===== src/rtl/ex_mem_skid_stage.sv =====
// ex_mem_skid_stage: EX/MEM pipeline register with valid/ready handshake and 2-entry skid buffer.
// Revision: 1.0
`default_nettype none

module ex_mem_skid_stage #(
  parameter int                 DATA_W      = 110,
  parameter int                 CTRL_W      = 10,
  parameter logic [CTRL_W-1:0]  CTRL_BUBBLE = {CTRL_W{1'b0}}
) (
  input  logic              clk,
  input  logic              rst_n,
  input  logic              in_valid,
  output logic              in_ready,
  input  logic [DATA_W-1:0] in_data,
  input  logic [CTRL_W-1:0] in_ctrl,
  input  logic              flush,
  output logic              out_valid,
  input  logic              out_ready,
  output logic [DATA_W-1:0] out_data,
  output logic [CTRL_W-1:0] out_ctrl,
  output logic [1:0]        occupancy
);

  // Encoding equals the number of held entries, so occupancy is the state itself.
  typedef enum logic [1:0] {
    ST_EMPTY = 2'd0,
    ST_ONE   = 2'd1,
    ST_FULL  = 2'd2
  } state_e;

  state_e              state_q;
  logic [DATA_W-1:0]   main_data_q;
  logic [CTRL_W-1:0]   main_ctrl_q;
  logic [DATA_W-1:0]   skid_data_q;
  logic [CTRL_W-1:0]   skid_ctrl_q;

  logic                in_fire;
  logic                out_fire;

  assign in_ready  = (state_q != ST_FULL);
  assign out_valid = (state_q != ST_EMPTY);
  assign in_fire   = in_valid & in_ready;
  assign out_fire  = out_valid & out_ready;

  assign out_data  = main_data_q;
  assign out_ctrl  = out_valid ? main_ctrl_q : CTRL_BUBBLE;
  assign occupancy = state_q;

  always_ff @(posedge clk) begin
    if (!rst_n) begin
      state_q     <= ST_EMPTY;
      main_data_q <= '0;
      main_ctrl_q <= CTRL_BUBBLE;
      skid_data_q <= '0;
      skid_ctrl_q <= CTRL_BUBBLE;
    end else if (flush) begin
      // Payload registers keep stale values; out_ctrl is masked by out_valid.
      state_q <= ST_EMPTY;
    end else begin
      case (state_q)
        ST_EMPTY: begin
          if (in_fire) begin
            state_q     <= ST_ONE;
            main_data_q <= in_data;
            main_ctrl_q <= in_ctrl;
          end
        end
        ST_ONE: begin
          if (in_fire && out_fire) begin
            main_data_q <= in_data;
            main_ctrl_q <= in_ctrl;
          end else if (in_fire) begin
            state_q     <= ST_FULL;
            skid_data_q <= in_data;
            skid_ctrl_q <= in_ctrl;
          end else if (out_fire) begin
            state_q <= ST_EMPTY;
          end
        end
        ST_FULL: begin
          if (out_fire) begin
            state_q     <= ST_ONE;
            main_data_q <= skid_data_q;
            main_ctrl_q <= skid_ctrl_q;
          end
        end
        default: state_q <= ST_EMPTY;
      endcase
    end
  end

endmodule

`default_nettype wire


===== config.mk =====
export PLATFORM = sky130hd
export DESIGN_NAME = ex_mem_skid_stage
export DESIGN_NICKNAME = d
export VERILOG_FILES = /design/src/rtl/ex_mem_skid_stage.sv
export SDC_FILE = /design/constraint.sdc
export NUM_CORES = 1
export LEC_CHECK = 0
export ABC_CLOCK_PERIOD_IN_PS = 2200
export CORE_MARGIN = 10
export CORE_UTILIZATION = 53
export DETAILED_ROUTE_END_ITERATION = 16
export GPL_ROUTABILITY_DRIVEN = 0
export HOLD_SLACK_MARGIN = 0.03
export PLACE_DENSITY = 0.86
export SETUP_SLACK_MARGIN = 0.3
export SLEW_MARGIN = 40
export SYNTH_ARGS = -nofsm -noshare
export SYNTH_HDL_FRONTEND = slang
export SYNTH_SLANG_ARGS = --single-unit

===== constraint.sdc =====
create_clock -name clk -period 2.2 [get_ports clk]
set_input_delay 0.44 -clock clk [delete_from_list [all_inputs] [get_ports clk]]
set_output_delay 0.44 -clock clk [all_outputs]
set_load 0.005 [all_outputs]

**Word-level counts from Yosys, hierarchy flattened**

Index checks and enable logic that the tools add are counted.

- Flip-flop bits (word level): 242
- Output and inout bits: 124
- Logic and storage cells: 41

- Equal/unequal tests: 8
- Muxes and demuxes: 15
- Bitwise operators: 5
- Reductions and logical operators: 8

Operators with widths:

| cell | number |
|---|---|
| two-way mux 110 bit | 3 |
| one-hot mux 110 bit (3 select lines) | 1 |
| two-way mux 10 bit | 4 |
| one-hot mux 10 bit (3 select lines) | 1 |
| two-way mux 2 bit | 5 |
| != test 2 bit (second input constant) | 5 |
| AND reduction 4 bit | 2 |
| one-hot mux 2 bit (3 select lines) | 1 |
| AND reduction 5 bit | 1 |
| != test 3 bit (second input constant) | 1 |
| inverter 1 bit | 3 |
| nonzero test 3 bit | 1 |
| bitwise AND 1 bit | 2 |
| equality test 2 x 1 -> 1 bit (second input constant) | 1 |
| equality test 2 bit (second input constant) | 1 |
| logical NOT 2 bit | 1 |
| nonzero test 2 bit | 1 |
| OR reduction 2 bit | 1 |
| logical AND 1 bit | 1 |

**Depth between registers and ports, before layout**

Gate-level depths: netlist (run 1).

- Word-level depth: 6
- Depth in mapped cells: 7
- Mapped depth without buffers: 4

**Least setup slack after synthesis (run 1)**

OpenSTA, ideal clock, no wires.

- Kind: input-to-reg
- Start: in out_ready
- End: reg skid_data_q[39]
- Library setup time: 0.132 ns
- Arrival time: 1.473 ns
- Setup slack: 0.595 ns
- Cell stages on the path: 6
- Buffers on the path: 2
- Cell sequence: nand2b_1 > or3_1 > buf_2 > clkbuf_1 > nand2_1 > a21oi_1

- Word-level cells in the longest chain between the ends: 4

RTL lines:

| item | RTL line | text |
|---|---|---|
| start: declaration | 18 | `input logic out_ready,` |
| bitwise AND 1 bit | 43 | `assign out_fire = out_valid & out_ready;` |
| logical AND 1 bit | 69 | `if (in_fire && out_fire) begin` |
| inverter 1 bit (no source line) | n/a |  |
| AND reduction 4 bit (no source line) | n/a |  |
| end signal: assignment | 74 | `skid_data_q <= in_data;` |
| end: declaration | 34 | `logic [DATA_W-1:0] skid_data_q;` |

Every way passes these cells.
A chain may end at the register's enable or synchronous reset.

**Worst setup path after layout (run 1)**

- Start: reg state_q[0] (netlist: occupancy[0])
- End: out out_ctrl[9]

- Word-level cells in the longest chain between the ends: 2

RTL lines:

| item | RTL line | text |
|---|---|---|
| start: declaration | 31 | `state_e state_q;` |
| start signal: assignment | 51 | `state_q <= ST_EMPTY;` |
| start signal: assignment | 58 | `state_q <= ST_EMPTY;` |
| start signal: assignment | 63 | `state_q <= ST_ONE;` |
| nonzero test 2 bit | 41 | `assign out_valid = (state_q != ST_EMPTY);` |
| two-way mux 10 bit | 46 | `assign out_ctrl = out_valid ? main_ctrl_q : CTRL_BUBBLE;` |
| end: declaration | 20 | `output logic [CTRL_W-1:0] out_ctrl,` |

Every way passes these cells.

==> flow_summary.yaml, run 1 <==
yosys:
  register_bit_count_reported_by_yosys: 242
  ys_seq_area_frac: 0.4760
  synth_top_flop_cell: "dfxtp_1"
  yosys_cell_types: 25
  asyncSetResetFlopFracSynth: 0
  synth_top_area_frac: 0.4760
  largest_area_contributor_in_the_synthesized_netlist: "dfxtp_1"
  synth_cells: 1111
  syn-mean-instance-area_um2: 9.162
  syn-num-nets: 1236
  post_synth_instance_area_mm2: 0.01018
  ys.warnings.count: 0
  synth_area_leaders: "dfxtp_1, mux2i_1, nand2_1, a31o_1, nor4_1"
  synth_edf_count: 0
die:
  top_level_ports: 249
  floorplan.die.width_um: 158.6
  coreArea_mm2: 0.01883
  fp.dieArea_mm2: 0.02515
  die_y_um: 158.6
  initial_core_util: 0.5405
  fp-row-count: 50
pwr:
  share_comb_of_total_power: 0.112
  total_power_w: 0.01012
  power_switching_share: 0.2312
  power.leakage_nw: 5.674
  p_int_w: 0.007777
  portion_of_total_power_attributed_to_the_clock_network: 0.434
  total_power_per_unit_cell_area_mw_per_mm2: 733.0
  netSwitchingPower_w: 0.002339
  vdd_ir_max_mv: 0.6258
  seq_power_share: 0.454
critical_path:
  critPathMaxStageDelay_ns: 0.35
  cp_max_fo: 11
  cpMaxStageDelayCell: "dfxtp_2"
  worstPathCellList: "nor2_4, buf_12, nor2b_2, dlygate4sd2_1"
  worstPathArrival_ns: 1.44
  critical_path.endpoint_type: "output port"
  startpoint_type: "flop"
  critical_path_required_ns: 1.76
  crit_type: "flop to output port"
min_path:
  worstHoldPathType: "input pin to flop"
global_routing:
  globalRouteTotalUtil: 0.2341
  grt_max_degree: 121
  first_global_vias: 8986
  gr-total-overflow: 0
  grt_first_pass_wirelength_um: 48410
  antenna_found_initial: 0
timing:
  post-route-period-util: 0.8554
  setup-violations-final: 0
  final.min_clock_period_ns: 1.882
  timing.max_slew.rel_slack: 0.5542
  final.setup_skew_ns: 0.02450
  finalHoldViolations: 0
  unrepaired_setup_endpoints_after_global_routing: "true"
  timing.hold.ws_ns: 0.3483
  maxClockFrequency_mhz: 531.4
  worst-slew-pin-transition_ns: 0.6687
  slew_viol_final: 0
drt:
  dr_total_vias: 9256
  totalWireLength_um: 31040
  drt-vias-per-instance: 5.840
  total_drc_errors_in_the_routed_layout: 0
  drt_first_pass_iters: 5
  drtIter0Drc: 600
  drt-wirelength-per-cell_um: 19.58
  final_antenna_net_count: 0
layout:
  finalCoreUtilization: 0.7329
  final_common_cell: "nand2_1"
  layout-drive-gt1-share: 0.08919
  layout.nets: 1432
  mostFrequentLayoutCells: "nand2_1, dfxtp_1, clkdlybuf4s50_1"
  filler_cell_count_in_the_final_layout: 1322
  synthToLayoutAreaGrowth_pct: 35.59
  stdcell_count: 1585
place:
  place_inst: 1537
  io_buffer_count: 248
  hpwl_um: 19750
clock_tree:
  worst_skew_pair.late_latency_ns: 0.52
  cts-htree-levels: 1
  clk_pin_slew_worst_paths_ns: 0.06
  clock_path_buffers: 3
  tritoncts.num_buffers: 26
  tritoncts_clock_tree: "built"
  root_buffer: "clkbuf_16"
  cts_num_sinks: 242
status:
  outcome: "finished, final reports clean"
run:
  max_cap_violations: 0
layout make-up:
| type | count | area, µm² | share of cell area |
|---|---|---|---|
| Tap cell | 260 | 325.3 | 0.02357 |
| Inverter | 2 | 12.51 | 0.0009066 |
| Sequential cell | 242 | 4848 | 0.3513 |
| Multi-Input combinational cell | 747 | 4716 | 0.3417 |
| Antenna cell | 2 | 5.005 | 0.0003626 |
| Clock buffer | 36 | 769.5 | 0.05576 |
| Clock inverter | 8 | 96.34 | 0.006981 |
| Timing Repair Buffer | 288 | 3028 | 0.2194 |
cell usage after synthesis (2+ instances only):
master,n
nand2_1,242
clkbuf_1,61
nor4_1,120
nor3_1,2
buf_6,20
nand2b_1,3
nor2b_1,11
buf_4,2
buf_2,36
a31o_2,20
mux2i_1,120
a31o_1,100
dfxtp_1,242
a21oi_1,121
cell families (layout without fill, tap and decap cells):
kind of cell,Yosys count,in the layout,share of synthesized area
AND/OR/NAND/NOR,382,382,0.1750
AO/OA/AOI/OAI,245,245,0.1661
flip-flops,242,242,0.4760
buffers and inverters,122,334,0.06490
multiplexers,120,120,0.1180
other,0,2,0
power by group through the flow:
stage / clock (W) / sequential, W / combinational [W]
3_5_place_dp: 0 / 0.00469 / 0.00112
4_1_cts: 0.00445 / 0.00459 / 0.00113
2_1_floorplan: 0 / 0.00468 / 0.000476
5_1_grt: 0.00462 / 0.00461 / 0.00121
6_report: 0.00439 / 0.00459 / 0.00113
3_3_place_gp: 0 / 0.00468 / 0.00110
repair_timing:
item                                    4_1_cts  5_1_grt
setup buffers                                 2        0
hold buffers                                  0        0
endpoints found under the hold margin         0        0
endpoints found under the setup margin       14       19
pin swaps                                     1        0
resized for setup                            19       15
worst paths after layout:
| path | from | endpoint | slack [ns] | cells past startpoint |
|---|---|---|---|---|
| min | rst_n | skid_data_q[71] | 0.35 | 3 |
| max | occupancy[0] | out_ctrl[9] | 0.32 | 4 |
| min reg2reg | skid_data_q[71] | skid_data_q[71] | 0.45 | 2 |
| max reg2reg | occupancy[0] | out_data[87] | 0.36 | 7 |
layer usage:
layer  global-route usage  routed length [µm]  vias up
met4               0.1059                1296        0
met5                    0                   0        -
met3              0.06665                2610       83
met1               0.2846               12330     4446
li1                     -                   -     4405
met2               0.3771               14800      322
critical path: cells and delay by family, from the launching register on:
family	cells	cell delay [ns]
flops	1	0.35
simple gates	2	0.18
buf+inv	2	0.39
flip-flops by register name, summed over array words and instances, names as in the netlist:
register     count
skid_ctrl_q     10
occupancy        2
skid_data_q    110
main_ctrl_q     10
out_data       110
metrics by stage:
stage                TNS, ns  cell area (µm²)  setup slack, ns
floorplan                  0            10180           0.5951
global placement           0            12880          0.06360
detailed placement  -0.01422            12890         -0.01422
CTS                        0            13770           0.2594
global route               0            13800           0.2767
finish                     0            13800           0.3181
No activity file was read; power rests on OpenSTA's default activity.
==> run 2: changes to the inputs <==
CORE_UTILIZATION = 55   (was 53)
DONT_BUFFER_PORTS = 1   (was default)
PLACE_DENSITY = 0.71   (was 0.86)
==> run 2 against run 1 <==
Compared with the run above:
- final area fell by 19%
- critical path depth is 1 lower
- clock power fell by 4%
- worst hold slack got worse by 0.29 ns
- worst setup slack improved by 0.044 ns
- non-clock buffer count fell by 250
- combinational power fell by 55%
- global-route usage down 2.4 points
- sequential share of layout area up 8.3 points
- total power is 7.3% lower
- critical path type unchanged
- largest cell class unchanged
==> flow_summary.yaml, run 2 (synthesis gave the netlist of run 1 again) <==
critical_path:
  critical_path_required_ns: 1.76
  cpMaxStageDelayCell: "dfxtp_2"
  number_of_buffer_and_inverter_stages_on_the_critical_path: 2
  critPathMaxStageDelay_ns: 0.46
  cp_max_fo: 17
  worstPathCellList: "nand2b_4, buf_12, buf_12"
  critical_path.endpoint_type: "output port"
  r2r_slack_ns: 0.37
  reg2reg_from: "occupancy[1]"
  worstRegToRegCells: 5
  worstPathArrival_ns: 1.40
  startpoint_type: "flop"
  worstReg2RegEnd: "out_data[84]"
  cp_common_cell: "buf_12"
  crit_type: "flop to output port"
  timing.critical_path.max_delay_family: "flip-flops"
timing:
  worst-slew-pin-transition_ns: 0.5990
  setup-violations-final: 0
  slew_viol_final: 0
  final.min_clock_period_ns: 1.838
  finalHoldViolations: 0
  unrepaired_setup_endpoints_after_global_routing: "false"
  maxClockFrequency_mhz: 544.2
  timing.max_slew.rel_slack: 0.6006
  final.setup_skew_ns: 0.01558
  totalNegativeSetupSlack_ns: 0
  timing.hold.ws_ns: 0.05394
  post-route-period-util: 0.8352
drt:
  drt_first_pass_iters: 4
  drt-wirelength-per-cell_um: 21.27
  drt-vias-per-instance: 6.284
  final_antenna_net_count: 0
  totalWireLength_um: 27680
  drtIter0Drc: 537
  dr_total_vias: 8176
  total_drc_errors_in_the_routed_layout: 0
clock_tree:
  root_buffer: "clkbuf_16"
  cts_num_sinks: 242
  tritoncts_clock_tree: "built"
  clock_path_buffers: 3
  tritoncts.num_buffers: 26
  clk_pin_slew_worst_paths_ns: 0.06
  cts-htree-levels: 1
  worst_skew_pair.late_latency_ns: 0.51
place:
  io_buffer_count: 0
  dpl-instance-area_mm2: 0.01020
  hpwl_um: 16310
min_path:
  whs_endpoint: "skid_ctrl_q[9]"
  hold_start: "in_ctrl[9]"
  worstHoldPathType: "input pin to flop"
  min_path_cells: 2
layout:
  summed_area_of_non_filler_cells_in_the_final_layout_mm2: 0.01117
  layout-drive-gt1-share: 0.09235
  synthToLayoutAreaGrowth_pct: 9.785
  final_common_cell: "nand2_1"
  total_inserted_antenna_cells: 0
  mostFrequentLayoutCells: "nand2_1, dfxtp_1, a21oi_1"
  layout.nets: 1182
pwr:
  total_power_per_unit_cell_area_mw_per_mm2: 839.1
  power.leakage_nw: 4.579
  vdd_ir_max_mv: 0.7533
die:
  initial_core_util: 0.5628
  die_y_um: 156.0
  fp-row-count: 49
  floorplan.die.width_um: 156.0
  coreArea_mm2: 0.01809
  top_level_ports: 249
  fp.dieArea_mm2: 0.02435
global_routing:
  globalRouteTotalUtil: 0.2101
  grt_max_degree: 126
  grt_first_pass_wirelength_um: 42530
  gr-total-overflow: 0
  first_global_vias: 7445
  antenna_found_initial: 0
run:
  max_cap_violations: 0
status:
  outcome: "finished, final reports clean"
run 2: cell count changes in the layout (fill, tap and decap cells not counted), moves of 3 or more:
cell / previous run / this run
clkbuf_1: 3 / 8
buf_12: 19 / 14
dlymetal6s2s_1: 4 / 0
dlygate4sd2_1: 9 / 0
clkdlybuf4s50_1: 228 / 0
dlygate4sd3_1: 0 / 4
clkbuf_8: 6 / 3
clkdlybuf4s15_1: 3 / 0
run 2: final cells by class:
type	instances	area, µm²
inverter	2	12.51
fill	1560	6912
sequential	242	4850
timing repair buffer	38	490.5
clock inverter	5	77.57
clock buffer	38	747.0
multi-input combinational	747	4711
tap	229	286.5
run 2: metrics by stage:
step | power (W) | utilization | setup slack [ns] | instances
after global routing | 0.009701 | 0.6178 | 0.3109 | 1301
final | 0.009376 | 0.6178 | 0.3625 | 1301
after floorplan | 0.005160 | - | 0.5951 | 1111
after CTS | 0.009478 | 0.6127 | 0.3049 | 1290
after global placement | 0.005221 | 0.5638 | 0.3594 | 1242
after detailed placement | 0.005232 | 0.5638 | 0.3379 | 1242
run 2: where the power goes:
| part | leakage, nW | internal [W] | switching (W) |
|---|---|---|---|
| Combinational | 2.21 | 0.000216 | 0.000294 |
| Clock | 0.400 | 0.00256 | 0.00167 |
| Sequential | 1.97 | 0.00452 | 0.000115 |
run 2: what timing repair did:
item / in CTS / in global routing
buffers inserted: 1 / 11
hold buffers: 4 / 0
resized for setup: 5 / 2
hold endpoints to repair: 3 / 0
setup endpoints to repair: 12 / 36
run 2: worst max path at each step:
stage                  from               to  cells past startpoint  slack [ns]
2_1_floorplan     out_ready  skid_data_q[39]                      6        0.60
3_3_place_gp   occupancy[1]     out_data[89]                      5        0.36
3_5_place_dp   occupancy[1]     out_data[84]                      5        0.34
4_1_cts        occupancy[0]         in_ready                      3        0.30
5_1_grt        occupancy[1]     out_data[89]                      5        0.31
6_report       occupancy[1]         in_ready                      3        0.36
run 2: per-layer routing:
| layer | part of all wire | vias up | global-route usage |
|---|---|---|---|
| met4 | 0.024 | 0 | 0.05980 |
| met2 | 0.46 | 286 | 0.3303 |
| met3 | 0.11 | 42 | 0.08051 |
| met1 | 0.40 | 3937 | 0.2631 |
| li1 | - | 3911 | - |
| met5 | 0 | - | 0 |
==> run 3: changes to the inputs <==
ABC_CLOCK_PERIOD_IN_PS = 1500   (was 2200)
PLACE_DENSITY = 0.74   (was 0.71)
clock period = 1.5 ns   (was 2.2 ns; I/O delays follow)
==> run 3 against run 2 <==
Compared with the run above:
- the flow now finishes with violations (negative hold slack, negative setup slack)
- sequential power is 48% higher
- largest cell class is now multi-input combinational cells
- clock power is 48% higher
- largest power group unchanged
- final area rose by 27%
- total power grew 56%
- critical endpoint is now out_data[67]
==> flow_summary.yaml, run 3 (synthesis gave the netlist of run 1 again) <==
status:
  outcome: "finished, violations left"
  violations: "negative hold slack, negative setup slack"
clock_tree:
  cts_hold_buf: 124
  clk_pin_slew_worst_paths_ns: 0.06
  tritoncts_clock_tree: "built"
  clock_path_buffers: 3
  cts-htree-levels: 1
  cts_num_sinks: 242
  root_buffer: "clkbuf_16"
  worst_skew_pair.late_latency_ns: 0.52
  tritoncts.num_buffers: 25
die:
  floorplan.die.width_um: 156.0
  top_level_ports: 249
  initial_core_util: 0.5628
  fp.dieArea_mm2: 0.02435
  coreArea_mm2: 0.01809
  fp-row-count: 49
  die_y_um: 156.0
layout:
  layout.nets: 1372
  filler_cell_count_in_the_final_layout: 1005
  total_inserted_antenna_cells: 0
  finalCoreUtilization: 0.7833
  mostFrequentLayoutCells: "nand2_1, dfxtp_1, dlygate4sd3_1"
  layout-drive-gt1-share: 0.2542
  final_common_cell: "nand2_1"
  area.sequential_mm2: 0.004992
  synthToLayoutAreaGrowth_pct: 39.18
  multi_input_logic_area_mm2: 0.005122
global_routing:
  antenna_found_initial: 0
  globalRouteTotalUtil: 0.2535
  grt_first_pass_wirelength_um: 51310
  gr-total-overflow: 0
  grt_max_degree: 122
  first_global_vias: 9089
pwr:
  total_power_per_unit_cell_area_mw_per_mm2: 1031
  power.leakage_nw: 5.857
  vdd_ir_max_mv: 1.089
place:
  hpwl_um: 18340
  dp_worst_setup_slack_ns: -0.04585
  io_buffer_count: 0
timing:
  finalHoldViolations: 20
  final_critical_path_setup_slack_ns: -0.2894
  timing.max_slew.rel_slack: 0.6440
  slew_viol_final: 0
  timing.hold.ws_ns: -0.05729
  worst-slew-pin-transition_ns: 0.5291
  final.min_clock_period_ns: 1.789
  final.setup_skew_ns: 0.01456
  maxClockFrequency_mhz: 558.8
  setup-violations-final: 252
  unrepaired_setup_endpoints_after_global_routing: "true"
  post-route-period-util: 1.193
drt:
  final_antenna_net_count: 0
  drtIter0Drc: 991
  drt_first_pass_iters: 5
  totalWireLength_um: 38560
  drt-vias-per-instance: 6.601
  dr_total_vias: 9849
  total_drc_errors_in_the_routed_layout: 0
  drt-wirelength-per-cell_um: 25.84
critical_path:
  critical_path_required_ns: 1.93
  critical_path.endpoint_type: "flop"
  r2r_slack_ns: -0.29
  worstReg2RegEnd: "out_data[67]"
  cp_max_fo: 9
  startpoint_type: "flop"
  crit_path_start: "occupancy[1]"
  worstPathArrival_ns: 2.22
  worst_setup_path_end: "out_data[67]"
  reg2reg_from: "occupancy[1]"
  worstRegToRegCells: 7
  crit_type: "flop to flop"
min_path:
  worstHoldPathType: "input pin to flop"
run:
  max_cap_violations: 0
==> run 3: where the power goes <==
group | total, W | internal [W] | switching [W]
registers | 0.00683 | 0.00664 | 0.000190
logic | 0.00149 | 0.000803 | 0.000686
clock network | 0.00628 | 0.00368 | 0.00260
total | 0.0146 | 0.0111 | 0.00347
==> run 3: layout make-up <==
type	count	share of cell area
clock inverter	8	0.006536
timing repair buffer	228	0.2071
tap	229	0.02023
sequential	242	0.3524
inverter	2	0.001060
clock buffer	35	0.05105
multi-input combinational	748	0.3616
==> run 3: how the worst min path moves through the flow <==
| stage | startpoint | endpoint | slack [ns] | depth (start not counted) |
|---|---|---|---|---|
| final | rst_n | out_data[101] | -0.06 | 1 |
| after global routing | rst_n | main_ctrl_q[4] | -0.07 | 1 |
| after CTS | rst_n | main_ctrl_q[1] | -0.08 | 1 |
| after detailed placement | out_ready | occupancy[1] | 0.37 | 1 |
| after global placement | out_ready | occupancy[1] | 0.37 | 1 |
| after floorplan | out_ready | occupancy[1] | 0.37 | 1 |
==> run 3: stage by stage <==
stage | instances | TNS, ns | cell area, µm² | total power (W)
after CTS | 1455 | -23.57 | 12970 | 0.01425
after global routing | 1492 | -54.52 | 14170 | 0.01495
after global placement | 1277 | -0.4966 | 10670 | 0.007769
after floorplan | 1111 | 0 | 10360 | 0.007585
final | 1492 | -43.88 | 14170 | 0.01460
after detailed placement | 1277 | -0.8590 | 10670 | 0.007790
==> run 3: layer usage <==
metal	wire (µm)	share of wire	global-route usage
met3	4185	0.11	0.08409
met5	0	0	0
met2	18320	0.48	0.4036
met1	14440	0.37	0.3116
met4	1606	0.042	0.09847
==> run 3: timing repair <==
item	CTS	global route
hold endpoints to repair	242	117
cloned	1	29
setup endpoints to repair	301	352
pin swaps	2	63
setup buffers	10	8
gates resized for setup	37	189
==> run 3: worst max-delay path: stages, from the launching register on <==
cell and delay (ns):
dfxtp_4 0.38, buf_6 0.12, and3b_2 0.20, a21oi_4 0.06
buf_12 0.17, buf_4 0.16, nor4_1 0.39, a31o_1 0.22
